===== config.mk =====
export PLATFORM = sky130hd
export DESIGN_NAME = scr1_tcm_vadd_acc
export DESIGN_NICKNAME = d
export VERILOG_FILES = /design/src/rtl/scr1_tcm_acc_pkg.sv /design/src/rtl/scr1_tcm_acc_csr.sv /design/src/rtl/scr1_tcm_vadd_acc.sv
export SDC_FILE = /design/constraint.sdc
export NUM_CORES = 1
export LEC_CHECK = 0
export ABC_AREA = 1
export BUFFER_PORTS_ARGS = -buffer_cell sky130_fd_sc_hd__buf_4
export CAP_MARGIN = 20
export CORE_MARGIN = 1.5
export CORE_UTILIZATION = 50
export CTS_BUF_LIST = sky130_fd_sc_hd__clkbuf_4 sky130_fd_sc_hd__clkbuf_8
export DETAILED_ROUTE_END_ITERATION = 10
export PLACE_DENSITY = 0.74
export SYNTH_ARGS = -nofsm -noshare
export SYNTH_HDL_FRONTEND = slang
export SYNTH_SLANG_ARGS = --single-unit

===== constraint.sdc =====
create_clock -name clk -period 2.1 [get_ports clk]
set_input_delay 0.105 -clock clk [delete_from_list [all_inputs] [get_ports clk]]
set_output_delay 0.105 -clock clk [all_outputs]
set_load 0.1 [all_outputs]

===== src/rtl/scr1_tcm_acc_pkg.sv =====
// Shared types and constants for the TCM vector-add accelerator.
// Also carries the core memory-interface definitions the accelerator snoops.
package scr1_tcm_acc_pkg;

    localparam int unsigned SCR1_IMEM_AWIDTH = 32;
    localparam int unsigned SCR1_DMEM_AWIDTH = 32;

    typedef enum logic {
        SCR1_MEM_CMD_RD = 1'b0,
        SCR1_MEM_CMD_WR = 1'b1
    } type_scr1_mem_cmd_e;

    typedef enum logic [1:0] {
        SCR1_ACC_IDLE,
        SCR1_ACC_RD_A,
        SCR1_ACC_RD_B,
        SCR1_ACC_WR
    } type_scr1_acc_state_e;

    // Word offsets inside the 32-byte control window
    localparam logic [2:0] SCR1_ACC_CSR_SRCA = 3'd0;
    localparam logic [2:0] SCR1_ACC_CSR_SRCB = 3'd1;
    localparam logic [2:0] SCR1_ACC_CSR_DST  = 3'd2;
    localparam logic [2:0] SCR1_ACC_CSR_LEN  = 3'd3;
    localparam logic [2:0] SCR1_ACC_CSR_CTRL = 3'd4;

    localparam int unsigned SCR1_ACC_LEN_W = 16;

endpackage : scr1_tcm_acc_pkg


===== src/rtl/scr1_tcm_acc_csr.sv =====
// Control window decode for the vector-add accelerator: snoops core data writes,
// holds SRC_A/SRC_B/DST/LEN and produces a start pulse while idle.
module scr1_tcm_acc_csr
    import scr1_tcm_acc_pkg::*;
#(
    parameter int unsigned                         AW           = 16,
    parameter logic [SCR1_DMEM_AWIDTH-1:0]         ACC_CSR_BASE = SCR1_DMEM_AWIDTH'('h000F0000)
) (
    input  logic                          clk,
    input  logic                          rst_n,
    input  logic                          dmem_req,
    input  type_scr1_mem_cmd_e            dmem_cmd,
    input  logic [SCR1_DMEM_AWIDTH-1:0]   dmem_addr,
    input  logic [31:0]                   dmem_wdata,
    input  logic                          busy,
    output logic [AW-3:0]                 src_a,
    output logic [AW-3:0]                 src_b,
    output logic [AW-3:0]                 dst,
    output logic [SCR1_ACC_LEN_W-1:0]     len,
    output logic                          start
);

    logic       csr_wr;
    logic [2:0] csr_off;
    logic       unused_bits;

    assign csr_off = dmem_addr[4:2];
    assign csr_wr  = dmem_req && (dmem_cmd == SCR1_MEM_CMD_WR)
                  && (dmem_addr[31:5] == ACC_CSR_BASE[31:5]) && !busy;
    assign start   = csr_wr && (csr_off == SCR1_ACC_CSR_CTRL) && dmem_wdata[0];

    // Sub-word address bits and upper data bits carry no meaning here
    assign unused_bits = ^{dmem_addr[1:0], dmem_wdata};

    always_ff @(posedge clk or negedge rst_n) begin
        if (!rst_n) begin
            src_a <= '0;
            src_b <= '0;
            dst   <= '0;
            len   <= '0;
        end else if (csr_wr) begin
            case (csr_off)
                SCR1_ACC_CSR_SRCA: src_a <= dmem_wdata[AW-1:2];
                SCR1_ACC_CSR_SRCB: src_b <= dmem_wdata[AW-1:2];
                SCR1_ACC_CSR_DST:  dst   <= dmem_wdata[AW-1:2];
                SCR1_ACC_CSR_LEN:  len   <= dmem_wdata[SCR1_ACC_LEN_W-1:0];
                default: ;
            endcase
        end
    end

endmodule : scr1_tcm_acc_csr


===== src/rtl/scr1_tcm_vadd_acc.sv =====
// TCM port-B vector-add accelerator: C[i] = A[i] + B[i] over LEN words,
// three cycles per element (read A, read B, write C).
module scr1_tcm_vadd_acc
    import scr1_tcm_acc_pkg::*;
#(
    parameter logic [SCR1_IMEM_AWIDTH-1:0] SCR1_TCM_SIZE = SCR1_IMEM_AWIDTH'('h00010000),
    parameter logic [SCR1_DMEM_AWIDTH-1:0] ACC_CSR_BASE  = SCR1_DMEM_AWIDTH'('h000F0000),
    localparam int unsigned                AW            = $clog2(SCR1_TCM_SIZE)
) (
    input  logic                          clk,
    input  logic                          rst_n,
    input  logic                          dmem_req,
    input  type_scr1_mem_cmd_e            dmem_cmd,
    input  logic [SCR1_DMEM_AWIDTH-1:0]   dmem_addr,
    input  logic [31:0]                   dmem_wdata,
    input  logic [31:0]                   mem_rdata,
    output logic                          enable,
    output logic                          mem_ren,
    output logic                          mem_wen,
    output logic [3:0]                    mem_be,
    output logic [AW-3:0]                 mem_addr,
    output logic [31:0]                   mem_wdata,
    output logic                          acc_busy,
    output logic                          acc_done
);

    localparam logic [AW-3:0]             PTR_ONE = {{(AW-3){1'b0}}, 1'b1};
    localparam logic [SCR1_ACC_LEN_W-1:0] LEN_ONE = {{(SCR1_ACC_LEN_W-1){1'b0}}, 1'b1};

    type_scr1_acc_state_e       state, state_next;
    logic [AW-3:0]              src_a, src_b, dst;
    logic [SCR1_ACC_LEN_W-1:0]  len;
    logic                       start;

    logic [AW-3:0]              pa, pb, pd;
    logic [AW-3:0]              pa_next, pb_next, pd_next, addr_next;
    logic [SCR1_ACC_LEN_W-1:0]  cnt, cnt_next;
    logic                       done_next;
    logic [31:0]                a_reg;

    scr1_tcm_acc_csr #(
        .AW           (AW),
        .ACC_CSR_BASE (ACC_CSR_BASE)
    ) i_csr (
        .clk        (clk),
        .rst_n      (rst_n),
        .dmem_req   (dmem_req),
        .dmem_cmd   (dmem_cmd),
        .dmem_addr  (dmem_addr),
        .dmem_wdata (dmem_wdata),
        .busy       (acc_busy),
        .src_a      (src_a),
        .src_b      (src_b),
        .dst        (dst),
        .len        (len),
        .start      (start)
    );

    always_ff @(posedge clk or negedge rst_n) begin
        if (!rst_n) begin
            state <= SCR1_ACC_IDLE;
        end else begin
            state <= state_next;
        end
    end

    always_comb begin
        state_next = state;
        pa_next    = pa;
        pb_next    = pb;
        pd_next    = pd;
        cnt_next   = cnt;
        done_next  = acc_done;
        addr_next  = '0;
        case (state)
            SCR1_ACC_IDLE: begin
                if (start) begin
                    if (len != '0) begin
                        state_next = SCR1_ACC_RD_A;
                        pa_next    = src_a;
                        pb_next    = src_b;
                        pd_next    = dst;
                        cnt_next   = len;
                        done_next  = 1'b0;
                    end else begin
                        done_next  = 1'b1;
                    end
                end
            end
            SCR1_ACC_RD_A: state_next = SCR1_ACC_RD_B;
            SCR1_ACC_RD_B: state_next = SCR1_ACC_WR;
            SCR1_ACC_WR: begin
                pa_next  = pa + PTR_ONE;
                pb_next  = pb + PTR_ONE;
                pd_next  = pd + PTR_ONE;
                cnt_next = cnt - LEN_ONE;
                if (cnt == LEN_ONE) begin
                    state_next = SCR1_ACC_IDLE;
                    done_next  = 1'b1;
                end else begin
                    state_next = SCR1_ACC_RD_A;
                end
            end
            default: state_next = SCR1_ACC_IDLE;
        endcase
        // Address is decoded from the upcoming state so it can be registered
        case (state_next)
            SCR1_ACC_RD_A: addr_next = pa_next;
            SCR1_ACC_RD_B: addr_next = pb_next;
            SCR1_ACC_WR:   addr_next = pd_next;
            default:       addr_next = '0;
        endcase
    end

    always_ff @(posedge clk or negedge rst_n) begin
        if (!rst_n) begin
            pa       <= '0;
            pb       <= '0;
            pd       <= '0;
            cnt      <= '0;
            a_reg    <= '0;
            enable   <= 1'b0;
            mem_ren  <= 1'b0;
            mem_wen  <= 1'b0;
            mem_be   <= '0;
            mem_addr <= '0;
            acc_done <= 1'b0;
        end else begin
            pa       <= pa_next;
            pb       <= pb_next;
            pd       <= pd_next;
            cnt      <= cnt_next;
            enable   <= (state_next != SCR1_ACC_IDLE);
            mem_ren  <= (state_next == SCR1_ACC_RD_A) || (state_next == SCR1_ACC_RD_B);
            mem_wen  <= (state_next == SCR1_ACC_WR);
            mem_be   <= (state_next == SCR1_ACC_WR) ? '1 : '0;
            mem_addr <= addr_next;
            acc_done <= done_next;
            if (state == SCR1_ACC_RD_B) begin
                a_reg <= mem_rdata;
            end
        end
    end

    // B arrives during the WR cycle itself, so the sum feeds the TCM write register directly
    assign mem_wdata = mem_wen ? (a_reg + mem_rdata) : '0;
    assign acc_busy  = enable;

endmodule : scr1_tcm_vadd_acc


==> metrics.yaml <==
critical_path:
  reg2reg_depth: 14
  timing.rr.end: "mem_addr[2]"
  crit_path_start_kind: "flip-flop"
  r2r-start: "acc_busy"
  path_cells: "ha_4, nand2_1, o21ai_1, o21bai_4, a21oi_4, inv_1, nand4_1, nand3_1, nand2_2, nor2_4, buf_12"
  crit_required_ns: 2.00
  rrSetupSlack_ns: -0.12
  cp-startpoint: "a_reg[12]"
  crit_type: "flip-flop to output port"
  worst_ep_arrival_time_ns: 3.03
  cpPeakStageDelay_ns: 0.45
  endpoint_kind: "output port"
  cp_max_fo: 4
  critPathSlowestCell: "dfrtp_1"
sta:
  finalSetupViolCount: 65
  hold_viol: 0
  tns_ns: -23.23
  slew_headroom_pct: 42.75
  tightest_slew_ns: 0.8587
  rsz0062_at_grt: "true"
  whs_ns: 0.1624
  fin_ws_ns: -1.036
  report.final.slew_viol_count: 0
  finalCritPeriodShare_pct: 149.3
  clock.fmax_mhz: 318.9
  finalCriticalPeriod_ns: 3.136
  skew_ns: 0.02049
clock_tree:
  clock_latency_ns: 0.49
  cts_buffers: 17
  htreeDepth: 4
  clockBufferDepth: 2
  clk_pin_slew_worst_paths_ns: 0.12
  cts_root_buf: "clkbuf_8"
  cts_tree: "built"
  clock_sinks: 168
yosys:
  async_flop_share_pct: 100.0
  synth_top_family_by_area: "simple AND/OR/NAND/NOR gates"
  yosys.area_share.simple_pct: 24.68
  avgSynthCellArea_um2: 7.511
  synth_compound_area_share_pct: 13.04
  synth.distinct_cells: 47
  syn_nets: 1620
  synth_edf_count: 0
  synth-xor-area-share_pct: 1.262
  yosysWarnings: 0
  syn_inst: 1478
  ys.flop_type: "dfrtp_1"
  synth_mux_area_share_pct: 8.476
  synth-adder-area-share_pct: 4.802
  synth-seq-area-share_pct: 37.87
  ys_ff_latch: 168
  netlist_area_mm2: 0.01110
route:
  drtAntennaViolNets: 0
  drc: 0
  wl_per_cell_um: 20.87
  drt-total-wl_um: 43610
  drt_pass1_iterations: 6
  drt_iter0_drc: 1233
  vias: 12650
  viasPerCell: 6.052
final_layout:
  multi_input_area_mm2: 0.007432
  n_antenna_cell: 0
  area_growth_pct: 51.06
  drive_gt1_share_pct: 36.80
  largest_register_ff_count: 32
  register_area_mm2: 0.004213
  nNetsFinal: 1939
  fill_cells: 1349
placement:
  place_ws_ns: -0.1850
  numPortBuffers: 136
  dpl.hpwl_um: 24160
  gp_congestion: 0.9325
status:
  status: "complete, but fails checks"
  violations: "setup timing"
run:
  max-cap-violations: 0
global_route:
  grt_pass1_vias: 11880
  gr-total-overflow: 0
  grt_start_max_net_pins: 81
  grt_first_pass_wirelength_um: 60320
  antenna_found_initial: 0
  grtUsageTotal_pct: 32.19
die:
  io_pins: 155
  die-width_um: 152
  fp-row-count: 54
  core_area_mm2: 0.02182
  initial_utilization_pct: 50.87
  dieHeight_um: 152
  die_area_mm2: 0.02310
worst_hold_path:
  worstHoldStart: "dmem_addr[4]"
  min_path_type: "input pin to flip-flop"
  holdPathStages: 5
  min_to: "i_csr.src_b[0]"
power:
  irDropWorstVdd_v: 0.0003552
  total_power_w: 0.006332
  cellLeakagePower_nw: 8.218
  p_per_area_mw_per_mm2: 377.6
## metal layers
metal / part of all wire, % / vias up / track usage (%)
li1: - / 5532 / -
met1: 35 / 5906 / 39.50
met2: 47 / 914 / 54.84
met3: 9.7 / 297 / 4.592
met4: 8.1 / 0 / 17.24
met5: 0 / - / 0
## layout by cell type (no fill, tap or decap), types with 6 or more instances in the layout
cell           instances
a21oi_2               33
nor3_4                 6
nand2_4                8
a21o_1                 6
nand4_1               35
o21ai_1               31
nand2_2               62
buf_12                40
a31oi_1               13
clkbuf_8              17
dlygate4sd3_1         51
nor2_4                22
buf_6                 25
o21ai_0               42
mux2_2                32
nor2_1               117
ha_1                  17
nor3_1                 9
nor2_2                18
nand3_1               82
clkbuf_16              6
dfrtp_1              165
nand3_2               34
inv_2                 11
buf_8                  8
o211ai_1              15
nand2_1              220
a21oi_4               12
ha_4                  23
a21boi_0              12
inv_1                202
buf_4                227
a21oi_1               40
o21ai_2               14
mux2i_1               57
## synth_stat cells, drive strengths merged (9+ instances only)
cell    number  share of area, %
o211ai      15               1.0
a31oi       13              0.73
buf         30               1.7
nand2      293                10
clkbuf      28              0.95
nand3      118               5.4
nor3        20               1.1
o21ai       91               4.1
mux2        32               3.2
dfrtp      168                38
mux2i       58               5.2
inv        214               7.2
a21oi       85               3.8
nor2       157               5.4
ha          41               4.6
nand4       35               2.0
xor2         9              0.71
a21boi      18               1.2
## per-stage QoR
stage          cells  util (%)  cell area (um2)
2_1_floorplan   1478         -            11600
5_1_grt         2090     76.84            16770
4_1_cts         2059     71.23            15540
6_report        2090     76.84            16770
3_5_place_dp    1964     63.18            13790
3_3_place_gp    1964     63.18            13790
## logic make-up (layout without fill, tap and decap cells)
logic type                 Yosys count  after routing
AOI/OAI and AO/OA                  253            253
DFF                                168            168
xor gates and xnor gates            16             16
and+or+nand+nor                    637            638
adders and majority gates           42             42
buffers and inverters              272            603
muxes                               90             90
## power breakdown
part | internal, W | switching (W) | leakage (nW) | total (W)
Clock | 0.000988 | 0.00140 | 0.189 | 0.00239
Sequential | 0.00323 | 0.0000000000137 | 2.17 | 0.00323
Combinational | 0.000331 | 0.000383 | 5.86 | 0.000714
## repair_timing
item	CTS	global route
gates cloned	0	9
pin swaps	51	62
resized for setup	181	240
setup endpoints to repair	46	67
hold buffers	51	0
setup buffers	13	25
endpoints found under the hold margin	258	0
## how the worst max path moves through the flow
stage / endpoint / depth (start not counted) / slack, ns
6_report: mem_wdata[29] / 11 / -1.04
3_5_place_dp: mem_wdata[24] / 15 / -0.19
2_1_floorplan: mem_wdata[27] / 9 / -0.24
4_1_cts: mem_wdata[18] / 12 / -0.59
3_3_place_gp: mem_wdata[24] / 15 / -0.17
5_1_grt: mem_wdata[29] / 11 / -1.17
## worst max-delay path: cells and delay by family, from the launching register on
kind	cells	cell delay, ns
fa+ha+maj	1	0.31
compound gates	3	0.77
flops	1	0.45
simple gates	5	0.66
buf+inv	2	0.34
## area by class of cell
type / instances / area share, %
multi-input combinational: 1039 / 44.32
sequential: 168 / 25.12
timing repair buffer: 357 / 21.27
inverter: 214 / 4.865
tap: 280 / 2.089
clock buffer: 17 / 1.395
clock inverter: 15 / 0.9327
No activity file was read; power rests on OpenSTA's default activity.
